===== src/rtl/quiz_round_ctrl_pkg.sv =====
// quiz_pkg: shared types and score helpers for the quiz round sequencer.
// State encoding is visible on the display State output, so values are fixed.
package quiz_pkg;

   typedef enum logic [2:0] {
      IDLE    = 3'd0,
      ARMED   = 3'd1,
      ANSWER  = 3'd2,
      JUDGE   = 3'd3,
      TIMEOUT = 3'd4
   } state_t;

   localparam int NUM_PLAYERS = 4;

   // Add points to a score, clamping at max_v instead of wrapping.
   function automatic int score_sat_add(input int score, input int pts, input int max_v);
      int sum;
      sum = score + pts;
      return (sum > max_v) ? max_v : sum;
   endfunction

   // Take one point off a score, never going below zero.
   function automatic int score_floor_sub(input int score);
      return (score > 0) ? score - 1 : 0;
   endfunction

endpackage


===== src/rtl/quiz_round_ctrl_if.sv =====
// Host/selection-stage bus of the quiz round sequencer.
// master = host side (drives pulses and selection status), slave = sequencer.
interface quiz_round_ctrl_if
   import quiz_pkg::*;
#(
   parameter int SCORE_W = 4
);
   logic                             Host_Start;
   logic                             Judge_Right;
   logic                             Judge_Wrong;
   logic                             Sel_Locked;
   logic [3:0]                       Sel_Player;
   logic                             Sel_Start;
   logic                             TimeOver_Block;
   logic [7:0]                       Countdown;
   logic [2:0]                       State;
   logic [NUM_PLAYERS*SCORE_W-1:0]   Scores;
   logic                             Round_Done;

   modport master (
      output Host_Start, Judge_Right, Judge_Wrong, Sel_Locked, Sel_Player,
      input  Sel_Start, TimeOver_Block, Countdown, State, Scores, Round_Done
   );

   modport slave (
      input  Host_Start, Judge_Right, Judge_Wrong, Sel_Locked, Sel_Player,
      output Sel_Start, TimeOver_Block, Countdown, State, Scores, Round_Done
   );
endinterface


===== src/rtl/quiz_round_ctrl_tick_gen.sv =====
// quiz_tick_gen: countdown prescaler. Counts 0..TICK_DIV-1 and flags the last
// count as a one-cycle tick. clr_i restarts the count so that the first tick
// after a clear arrives exactly TICK_DIV cycles later.
module quiz_tick_gen #(
   parameter int TICK_DIV = 50_000_000
) (
   input  logic clk_i,
   input  logic rst_ni,
   input  logic clr_i,
   output logic tick_o
);
   localparam int CNT_W = (TICK_DIV > 1) ? $clog2(TICK_DIV) : 1;
   localparam logic [CNT_W-1:0] LAST = CNT_W'(TICK_DIV - 1);

   logic [CNT_W-1:0] count_q, count_d;

   // Next count: clear wins, otherwise wrap at the last count.
   always_comb begin
      count_d = count_q + 1'b1;
      if (clr_i || count_q == LAST) begin
         count_d = '0;
      end
   end

   // Prescaler register.
   always_ff @(posedge clk_i or negedge rst_ni) begin
      if (!rst_ni) begin
         count_q <= '0;
      end else begin
         count_q <= count_d;
      end
   end

   assign tick_o = (count_q == LAST);
endmodule


===== src/rtl/quiz_round_ctrl.sv =====
// quiz_round_ctrl: round sequencer for the quiz responder.
// Releases the selection stage, runs buzz-in and answer countdowns from the
// prescaler tick, takes the host verdict and keeps saturating scores.
// Optional build macro QUIZ_PENALTY_EN: wrong verdict / answer timeout costs
// the locked player one point (floored at 0); otherwise no score change.
module quiz_round_ctrl
   import quiz_pkg::*;
#(
   parameter int TICK_DIV  = 50_000_000,
   parameter int BUZZ_SEC  = 10,
   parameter int ANS_SEC   = 5,
   parameter int SCORE_W   = 4,
   parameter int RIGHT_PTS = 1
) (
   input  logic             CLK,
   input  logic             RSTn,
   quiz_round_ctrl_if.slave bus
);
   localparam int SCORE_MAX = (1 << SCORE_W) - 1;

   state_t                  state_q, state_d;
   logic [7:0]              countdown_q, countdown_d;
   logic [1:0]              player_q, player_d;
   logic                    right_q, right_d;
   logic [SCORE_W-1:0]      score_q [NUM_PLAYERS];
   logic [SCORE_W-1:0]      score_d [NUM_PLAYERS];
   logic                    sel_start_q, block_q, round_done_q;
   logic                    tick, tick_clr, lock_valid;
   logic [NUM_PLAYERS*SCORE_W-1:0] scores_packed;

   // A lock only counts when it names a real player.
   assign lock_valid = bus.Sel_Locked &&
                       (bus.Sel_Player >= 4'd1) &&
                       (bus.Sel_Player <= 4'(NUM_PLAYERS));

   // Every state change restarts the prescaler.
   assign tick_clr = (state_d != state_q);

   quiz_tick_gen #(
      .TICK_DIV (TICK_DIV)
   ) u_tick_gen (
      .clk_i  (CLK),
      .rst_ni (RSTn),
      .clr_i  (tick_clr),
      .tick_o (tick)
   );

   // Next-state, countdown, latched player and verdict.
   always_comb begin
      state_d     = state_q;
      countdown_d = countdown_q;
      player_d    = player_q;
      right_d     = right_q;
      case (state_q)
         IDLE: begin
            if (bus.Host_Start) begin
               state_d     = ARMED;
               countdown_d = 8'(BUZZ_SEC);
            end
         end
         ARMED: begin
            // A lock beats a tick arriving in the same cycle.
            if (lock_valid) begin
               state_d     = ANSWER;
               countdown_d = 8'(ANS_SEC);
               player_d    = 2'(bus.Sel_Player - 4'd1);
            end else if (countdown_q == 8'd0) begin
               state_d = TIMEOUT;
            end else if (tick) begin
               countdown_d = countdown_q - 8'd1;
               if (countdown_q == 8'd1) begin
                  state_d = TIMEOUT;
               end
            end
         end
         ANSWER: begin
            // Right wins over Wrong; any verdict beats the clock.
            if (bus.Judge_Right) begin
               state_d = JUDGE;
               right_d = 1'b1;
            end else if (bus.Judge_Wrong || countdown_q == 8'd0) begin
               state_d = JUDGE;
               right_d = 1'b0;
            end else if (tick) begin
               countdown_d = countdown_q - 8'd1;
               if (countdown_q == 8'd1) begin
                  state_d = JUDGE;
                  right_d = 1'b0;
               end
            end
         end
         JUDGE: begin
            state_d = IDLE;
         end
         TIMEOUT: begin
            countdown_d = 8'd0;
            if (bus.Host_Start) begin
               state_d = IDLE;
            end
         end
         default: begin
            state_d = IDLE;
         end
      endcase
   end

   // Score update, applied on the JUDGE cycle to the latched player only.
   always_comb begin
      for (int p = 0; p < NUM_PLAYERS; p++) begin
         score_d[p] = score_q[p];
      end
      if (state_q == JUDGE) begin
         if (right_q) begin
            score_d[player_q] = SCORE_W'(score_sat_add(int'(score_q[player_q]),
                                                       RIGHT_PTS, SCORE_MAX));
         end
`ifdef QUIZ_PENALTY_EN
         else begin
            score_d[player_q] = SCORE_W'(score_floor_sub(int'(score_q[player_q])));
         end
`else
`endif
      end
   end

   // State, countdown, verdict and registered outputs.
   always_ff @(posedge CLK or negedge RSTn) begin
      if (!RSTn) begin
         state_q      <= IDLE;
         countdown_q  <= 8'd0;
         player_q     <= 2'd0;
         right_q      <= 1'b0;
         sel_start_q  <= 1'b1;
         block_q      <= 1'b0;
         round_done_q <= 1'b0;
      end else begin
         state_q      <= state_d;
         countdown_q  <= countdown_d;
         player_q     <= player_d;
         right_q      <= right_d;
         sel_start_q  <= (state_d == IDLE);
         block_q      <= (state_d == TIMEOUT);
         round_done_q <= (state_d == JUDGE) ||
                         (state_q == TIMEOUT && state_d == IDLE);
      end
   end

   // Score registers.
   always_ff @(posedge CLK or negedge RSTn) begin
      if (!RSTn) begin
         for (int p = 0; p < NUM_PLAYERS; p++) begin
            score_q[p] <= '0;
         end
      end else begin
         for (int p = 0; p < NUM_PLAYERS; p++) begin
            score_q[p] <= score_d[p];
         end
      end
   end

   genvar gi;
   generate
      for (gi = 0; gi < NUM_PLAYERS; gi++) begin : g_pack
         assign scores_packed[gi*SCORE_W +: SCORE_W] = score_q[gi];
      end
   endgenerate

   assign bus.Sel_Start      = sel_start_q;
   assign bus.TimeOver_Block = block_q;
   assign bus.Countdown      = countdown_q;
   assign bus.State          = state_q;
   assign bus.Scores         = scores_packed;
   assign bus.Round_Done     = round_done_q;
endmodule


===== src/flat_wrapper.sv =====
// flat-port wrapper written by rule: the top's interface ports become plain ports
module quiz_round_ctrl_flat import quiz_pkg::*;
#(
   parameter int TICK_DIV  = 50_000_000,
   parameter int BUZZ_SEC  = 10,
   parameter int ANS_SEC   = 5,
   parameter int SCORE_W   = 4,
   parameter int RIGHT_PTS = 1
)
  (CLK, RSTn, bus_Host_Start, bus_Judge_Right, bus_Judge_Wrong, bus_Sel_Locked, bus_Sel_Player, bus_Sel_Start, bus_TimeOver_Block, bus_Countdown, bus_State, bus_Scores, bus_Round_Done);
  quiz_round_ctrl_if #(.SCORE_W(SCORE_W)) bus_i ();
  input  logic CLK;
  input  logic RSTn;
  input wire logic [$bits(bus_i.Host_Start)-1:0] bus_Host_Start;
  input wire logic [$bits(bus_i.Judge_Right)-1:0] bus_Judge_Right;
  input wire logic [$bits(bus_i.Judge_Wrong)-1:0] bus_Judge_Wrong;
  input wire logic [$bits(bus_i.Sel_Locked)-1:0] bus_Sel_Locked;
  input wire logic [$bits(bus_i.Sel_Player)-1:0] bus_Sel_Player;
  output wire logic [$bits(bus_i.Sel_Start)-1:0] bus_Sel_Start;
  output wire logic [$bits(bus_i.TimeOver_Block)-1:0] bus_TimeOver_Block;
  output wire logic [$bits(bus_i.Countdown)-1:0] bus_Countdown;
  output wire logic [$bits(bus_i.State)-1:0] bus_State;
  output wire logic [$bits(bus_i.Scores)-1:0] bus_Scores;
  output wire logic [$bits(bus_i.Round_Done)-1:0] bus_Round_Done;
  assign bus_i.Host_Start = bus_Host_Start;
  assign bus_i.Judge_Right = bus_Judge_Right;
  assign bus_i.Judge_Wrong = bus_Judge_Wrong;
  assign bus_i.Sel_Locked = bus_Sel_Locked;
  assign bus_i.Sel_Player = bus_Sel_Player;
  assign bus_Sel_Start = bus_i.Sel_Start;
  assign bus_TimeOver_Block = bus_i.TimeOver_Block;
  assign bus_Countdown = bus_i.Countdown;
  assign bus_State = bus_i.State;
  assign bus_Scores = bus_i.Scores;
  assign bus_Round_Done = bus_i.Round_Done;
  quiz_round_ctrl #(.TICK_DIV(TICK_DIV), .BUZZ_SEC(BUZZ_SEC), .ANS_SEC(ANS_SEC), .SCORE_W(SCORE_W), .RIGHT_PTS(RIGHT_PTS)) u_core (.CLK(CLK), .RSTn(RSTn), .bus(bus_i));
endmodule

===== config.mk =====
export PLATFORM = sky130hd
export DESIGN_NAME = quiz_round_ctrl_flat
export DESIGN_NICKNAME = d
export VERILOG_FILES = /design/src/rtl/quiz_round_ctrl_pkg.sv /design/src/rtl/quiz_round_ctrl_if.sv /design/src/rtl/quiz_round_ctrl_tick_gen.sv /design/src/rtl/quiz_round_ctrl.sv /design/src/flat_wrapper.sv
export SDC_FILE = /design/constraint.sdc
export NUM_CORES = 1
export LEC_CHECK = 0
export CAP_MARGIN = 20
export CORE_MARGIN = 8
export CORE_UTILIZATION = 56
export CTS_CLUSTER_DIAMETER = 40
export DETAILED_ROUTE_END_ITERATION = 6
export GPL_TIMING_DRIVEN = 0
export PLACE_DENSITY_LB_ADDON = 0.25
export SLEW_MARGIN = 0
export SYNTH_ARGS = -nofsm -noshare
export SYNTH_HDL_FRONTEND = slang
export SYNTH_SLANG_ARGS = --single-unit

===== constraint.sdc =====
create_clock -name CLK -period 2.75 [get_ports CLK]
set_clock_uncertainty 0.1 [all_clocks]
set_input_delay 0.275 -clock CLK [delete_from_list [all_inputs] [get_ports CLK]]
set_output_delay 0.275 -clock CLK [all_outputs]
set_load 0.03 [all_outputs]

==> impl_metrics.ini, run 1 <==
[detailed_routing]
drt_iter0_markers = 213
wire_per_inst_um = 16.4
firstDrtPassIters = 4
drt-vias-per-instance = 5.88
num_vias = 2709
drt-total-wl_um = 7570
drc = 0
drtAntennaViolNets = 0

[floorplanning]
start_util_pct = 56.8
die_h_um = 92.6
io_pins = 40
core_um2 = 5780
row_count = 28
die_w_um = 92.6
die_area_um2 = 8570

[logic_synthesis]
ys_types = 54
synth_area_per_cell_um2 = 9.98
netlist_area_um2 = 3280
ys_seq_area_share_pct = 45.0
synth_edf_count = 0
synth_compound_area_share_pct = 10.8
ys_ff_latch = 59
synthSimpleGateAreaFrac_pct = 24.7
syn-num-nets = 348
synthArstFlopShare_pct = 100
yosys_warnings = 0
synth_xor_area_share_pct = 6.67
synthTopCellsByArea = dfrtp_1 (44%), nor2_1 (5.1%), xor2_1 (5.1%), ha_1 (3.4%), mux2_2 (3.4%)
synth_top_family_by_area = simple AND/OR/NAND/NOR gates
syn-instance-count = 329
synthMuxAreaShare_pct = 6.48
synth_fa_ha_area_share_pct = 3.43
synth_top_area_cell = dfrtp_1
synth-main-ff-cell = dfrtp_1
synth_top_area_share_pct = 44.2

[clocking]
cts_root_buf = clkbuf_8
htreeDepth = 3
cts_setup_buffers = 0
clk_pin_slew_ns = 0.07
clkLatencyLatePin_ns = 0.34
clock-sinks = 59
clockBufferDepth = 2
cts_tree = done
cts-buffers-inserted = 9
cts_resized = 0

[critical_path]
cp_max_fo = 10
critPathCapture = u_core.bus.Scores[7]
crit_path_end_kind = register
worstPathRequired_ns = 2.87
criticalPathCategory = reg2reg
cp.arrival_ns = 2.56
r2r_setup_slack_ns = 0.30
timing.rr.start = u_core.bus.State[2]
r2r_cells = 5
cp-startpoint = u_core.bus.State[2]
startpoint_type = register
rr_endpoint = u_core.bus.Scores[7]

[cells_and_area]
seq_area_um2 = 1480
area_growth_pct = 21.8
stdcell_count = 461
nets = 400
fin_util_pct = 69.2
drive_gt1_share_pct = 11.1
diodes = 0
multi_input_area_um2 = 1710
fillCellCount = 450
fin_area_um2 = 4000

[sta]
finalCriticalPeriod_ns = 2.45
fmaxAchievable_mhz = 409
slew_headroom_pct = 37.2
setup_viol = 0
finalHoldViolCount = 0
worst_slew_pin_slew_ns = 0.933
maxSlewViolCount = 0
hold_ws_ns = 0.384
rsz0062_at_grt = false
fin_crit_sh_pct = 88.9

[place]
dp_hpwl_um = 5370
gp_congestion = 0.870
placedCellCount = 444
dpl_cell_area_um2 = 3780
port_buffers = 39

[grt]
grt_pass1_vias = 2766
antenna_found_initial = 0
overflow = 0
grt_max_degree = 34
grt_usage_pct = 18.6
grt_pass1_wl_um = 12900

[run]
maxCapViolCount = 0

[pwr]
power_density_nw_per_um2 = 1000
power.leakage_nw = 1.71
ir_worst_vdd_uv = 514
total_power_w = 0.00400

[worst_hold_path]
hp-class = in2async

[status]
status = completed
## cell usage after synthesis, types with 2 or more instances
library cell / n
nor3_1: 8
or4_1: 2
o21bai_1: 2
nor3b_1: 4
xor2_1: 19
o21a_1: 2
inv_1: 12
nand2b_1: 6
nor2b_1: 5
xnor2_1: 6
o21ai_0: 9
buf_2: 4
dfrtp_1: 58
o22a_1: 2
and2_1: 4
and3_1: 6
mux4_2: 4
a31oi_1: 9
mux2_2: 10
o211ai_1: 2
or3_1: 2
nand3_1: 18
o31ai_1: 2
a211oi_1: 6
nand2_1: 18
clkbuf_1: 5
nor4_1: 4
nand4_1: 14
nor4_4: 2
nor2_1: 45
a21oi_1: 6
ha_1: 9
a41oi_1: 3
## registers in the layout (all words and copies together) (netlist names)
register	flops
u_core.bus.Countdown	8
u_core.bus.Round_Done	1
u_core.bus.Scores	16
u_core.bus.Sel_Start	1
u_core.bus.State	3
u_core.bus.TimeOver_Block	1
u_core.player_q	2
u_core.right_q	1
u_core.u_tick_gen.count_q	26
## report_power, final
| group | internal (W) | total, W | switching, W |
|---|---|---|---|
| combinational | 0.000740 | 0.00198 | 0.00124 |
| clock | 0.000495 | 0.000829 | 0.000334 |
| sequential | 0.00104 | 0.00120 | 0.000152 |
| total | 0.00228 | 0.00400 | 0.00172 |
## cell type report
class | instances | area share [%]
sequential | 59 | 37.0
clock inverter | 1 | 0.751
inverter | 12 | 1.13
clock buffer | 15 | 4.41
tap | 75 | 2.35
timing repair buffer | 41 | 10.4
multi-input combinational | 248 | 42.8
buffer | 10 | 1.25
## layer usage
layer / global-route usage [%] / part of all wire, %
met5: 0 / 0
met4: 10.1 / 1.8
met3: 4.69 / 6.2
met2: 29.4 / 47
met1: 23.0 / 45
## cells by family after synthesis
group                    Yosys count
multiplexers                      15
AO/OA/AOI/OAI                     50
buffers and inverters             22
adder cells (fa/ha/maj)            9
XOR/XNOR                          25
AND/OR/NAND/NOR                  149
flip-flops                        59
## how the worst min path moves through the flow
stage / end / slack, ns / cells past startpoint
floorplan: u_core.bus.Countdown[0] / -0.12 / 0
global placement: u_core.u_tick_gen.count_q[0] / 0.38 / 1
finish: u_core.bus.Scores[1] / 0.38 / 2
global route: u_core.u_tick_gen.count_q[0] / 0.43 / 1
detailed placement: u_core.bus.Scores[1] / 0.23 / 1
CTS: u_core.bus.Scores[1] / 0.39 / 2
## per-stage QoR
stage	worst slack, ns	TNS [ns]
final	0.305	0
after global routing	0.100	0
after CTS	0.337	0
after detailed placement	0.00201	0
after global placement	-0.545	-31.50
after floorplan	0.566	0
## critical path: stages (launching register included)
cell      delay [ns]
dfrtp_1         0.40
clkbuf_1        0.21
nor2b_1         0.25
nand3_1         0.19
nor3b_1         0.76
mux2_2          0.41
## cells in the final DEF, fill, tap and decap left out, drive strengths merged, types with 3 or more instances in the layout
master / instances
a211oi: 6
a21oi: 6
a31oi: 9
a41oi: 3
and2: 4
and3: 7
buf: 7
clkbuf: 20
clkdlybuf4s50: 38
dfrtp: 58
ha: 9
inv: 12
mux2: 10
mux4: 4
nand2: 18
nand2b: 6
nand3: 18
nand4: 14
nor2: 45
nor2b: 5
nor3: 8
nor3b: 4
nor4: 6
o211ai: 3
o21ai: 9
o31ai: 3
xnor2: 6
xor2: 19
## timing repair
item / 4_1_cts / 5_1_grt
hold endpoints to repair: 25 / 0
hold buffers: 1 / 0
endpoints found under the setup margin: 0 / 0
No activity file was read; power rests on OpenSTA's default activity.
==> inputs of run 2 (changes only) <==
Settings changed: CORE_UTILIZATION 56 to 40, SKIP_LAST_GASP set to 1.
==> run 2 against run 1 <==
Compared with the run above: core utilization is 20 points lower; count of clock-buffer cells in the layout is 1 lower; largest power group unchanged; clock power is 15% lower; first-iteration DRC count is 56% lower; die area is 33% higher; sequential share of layout area is 0.081 points lower; non-clock buffer count is 1 higher; routed wire length is 0.98% lower; sequential cell count stayed put; combinational power is 2% lower; register-to-register slack better by 0.02 ns; sequential power hardly changed.
==> impl_metrics.ini, run 2 (synthesis gave the netlist of run 1 again) <==
[status]
status = completed

[cells_and_area]
area_growth_pct = 22.1
fin_util_pct = 49.5
final_common_cell = dfrtp_1
nets = 401
stdcell_count = 492
fin_area_um2 = 4010
regMostFlops = u_core.u_tick_gen.count_q
drive_gt1_share_pct = 11.4
diodes = 0
largest_reg_flops = 26
final_cell_mix = dfrtp_1 (58), nor2_1 (45), clkdlybuf4s50_1 (38), xor2_1 (19)

[clocking]
cts_tree = done
clock-sinks = 59
clkLatencyLatePin_ns = 0.34
clockBufferDepth = 2
htreeDepth = 3
cts_root_buf = clkbuf_8
clk_pin_slew_ns = 0.07
cts-buffers-inserted = 9

[detailed_routing]
drt-vias-per-instance = 5.42
drtAntennaViolNets = 0
drc = 0
wire_per_inst_um = 15.2
num_vias = 2666
drt_iter0_markers = 93
drt-total-wl_um = 7500
firstDrtPassIters = 4

[floorplanning]
core_um2 = 8090
row_count = 33
io_pins = 40
die_h_um = 107
die_w_um = 107
start_util_pct = 40.6
die_area_um2 = 11400

[grt]
overflow = 0
antenna_found_initial = 0
grt_usage_pct = 14.0
grt_pass1_wl_um = 12800
grt_pass1_vias = 2652
grt_max_degree = 38

[sta]
rsz0062_at_grt = false
setup_tns_ns = 0
worst_slew_pin_slew_ns = 1.08
fin_crit_sh_pct = 88.3
slew_headroom_pct = 27.5
finalCriticalPeriod_ns = 2.43
timing.final.ws_setup_ns = 0.321
finalHoldViolCount = 0
setup_viol = 0
fmaxAchievable_mhz = 412
maxSlewViolCount = 0

[pwr]
ir_worst_vdd_uv = 323
power_density_nw_per_um2 = 957
power.leakage_nw = 1.70

[critical_path]
criticalPathCategory = reg2reg
crit_path_end_kind = register
startpoint_type = register
worstPathRequired_ns = 2.87
r2r_setup_slack_ns = 0.32
cp.arrival_ns = 2.55
cp_max_fo = 10

[place]
placedCellCount = 474
dpl_cell_area_um2 = 3820
gp_congestion = 0.848
dp_hpwl_um = 5390
pre_cts_ws_ns = -0.00532
port_buffers = 39

[worst_hold_path]
hp-class = in2async

[run]
maxCapViolCount = 0
==> run 2: cell count changes in the layout (fill, tap and decap cells not counted), sizes merged <==
| cell | change |
|---|---|
| bufinv | -1 |
| clkinv | +2 |
==> run 2: worst max-delay path: stages (launching register included) <==
cell	delay (ns)
dfrtp_1	0.41
clkbuf_1	0.21
nor2b_1	0.26
nand3_1	0.18
nor3b_1	0.73
mux2_2	0.41
==> run 2: through the flow <==
step	power (W)	hold WS, ns
3_3_place_gp	0.00312	0.379
6_report	0.00384	0.356
3_5_place_dp	0.00315	0.201
5_1_grt	0.00413	0.413
4_1_cts	0.00387	0.358
2_1_floorplan	0.00252	-0.121
==> run 2: where the power goes <==
part	internal, W	switching (W)
Sequential	0.00104	0.000150
Combinational	0.000738	0.00120
Clock	0.000374	0.000327
==> run 2: per-layer routing <==
layer	track usage (%)	wire length (µm)
met1	17.6	3460
met2	21.5	3560
met3	5.34	379
met4	4.82	89
met5	0	0
==> run 2: final timing paths <==
check | start | to | cells after the start
worst max register to register | u_core.bus.State[2] | u_core.bus.Scores[10] | 5
worst min-delay path | RSTn | u_core.bus.Scores[1] | 2
worst min register to register | u_core.u_tick_gen.count_q[0] | u_core.u_tick_gen.count_q[0] | 1
min in group CLK | u_core.u_tick_gen.count_q[0] | u_core.u_tick_gen.count_q[0] | 1
max in group asynchronous | RSTn | u_core.u_tick_gen.count_q[22] | 3
worst max-delay path | u_core.bus.State[2] | u_core.bus.Scores[10] | 5
==> run 2: timing repair <==
action | 4_1_cts | 5_1_grt
hold endpoints to repair | 21 | 0
resized for setup | 0 | 0
buffers inserted | 0 | 0
setup endpoints to repair | 0 | 0
hold buffers | 1 | 0
==> run 2: area by class of cell <==
cell class / count / area, µm²
Sequential cell: 59 / 1480
Clock buffer: 14 / 163
Tap cell: 105 / 131
Buffer: 10 / 50.0
Timing Repair Buffer: 42 / 420
Multi-Input combinational cell: 248 / 1710
Inverter: 12 / 45.0
Clock inverter: 2 / 10.0
Fill cell: 788 / 4090
==> inputs of run 3 (changes only) <==
Settings changed: TNS_END_PERCENT set to 10.
Clock period 2.75 ns to 2.7 ns, I/O delays scaled along.
==> results of run 3 <==
Same layout as run 2 (identical final DEF). Status: completed.
Among the figures that moved: setup slack after placement -0.00532 ns -> -0.0503 ns; setup slack after layout 0.321 ns -> 0.271 ns; hold slack 0.356 ns -> 0.351 ns; register-to-register setup slack 0.32 ns -> 0.27 ns; total power 0.00384 W -> 0.00391 W; worst IR drop on VDD 323 µV -> 329 µV
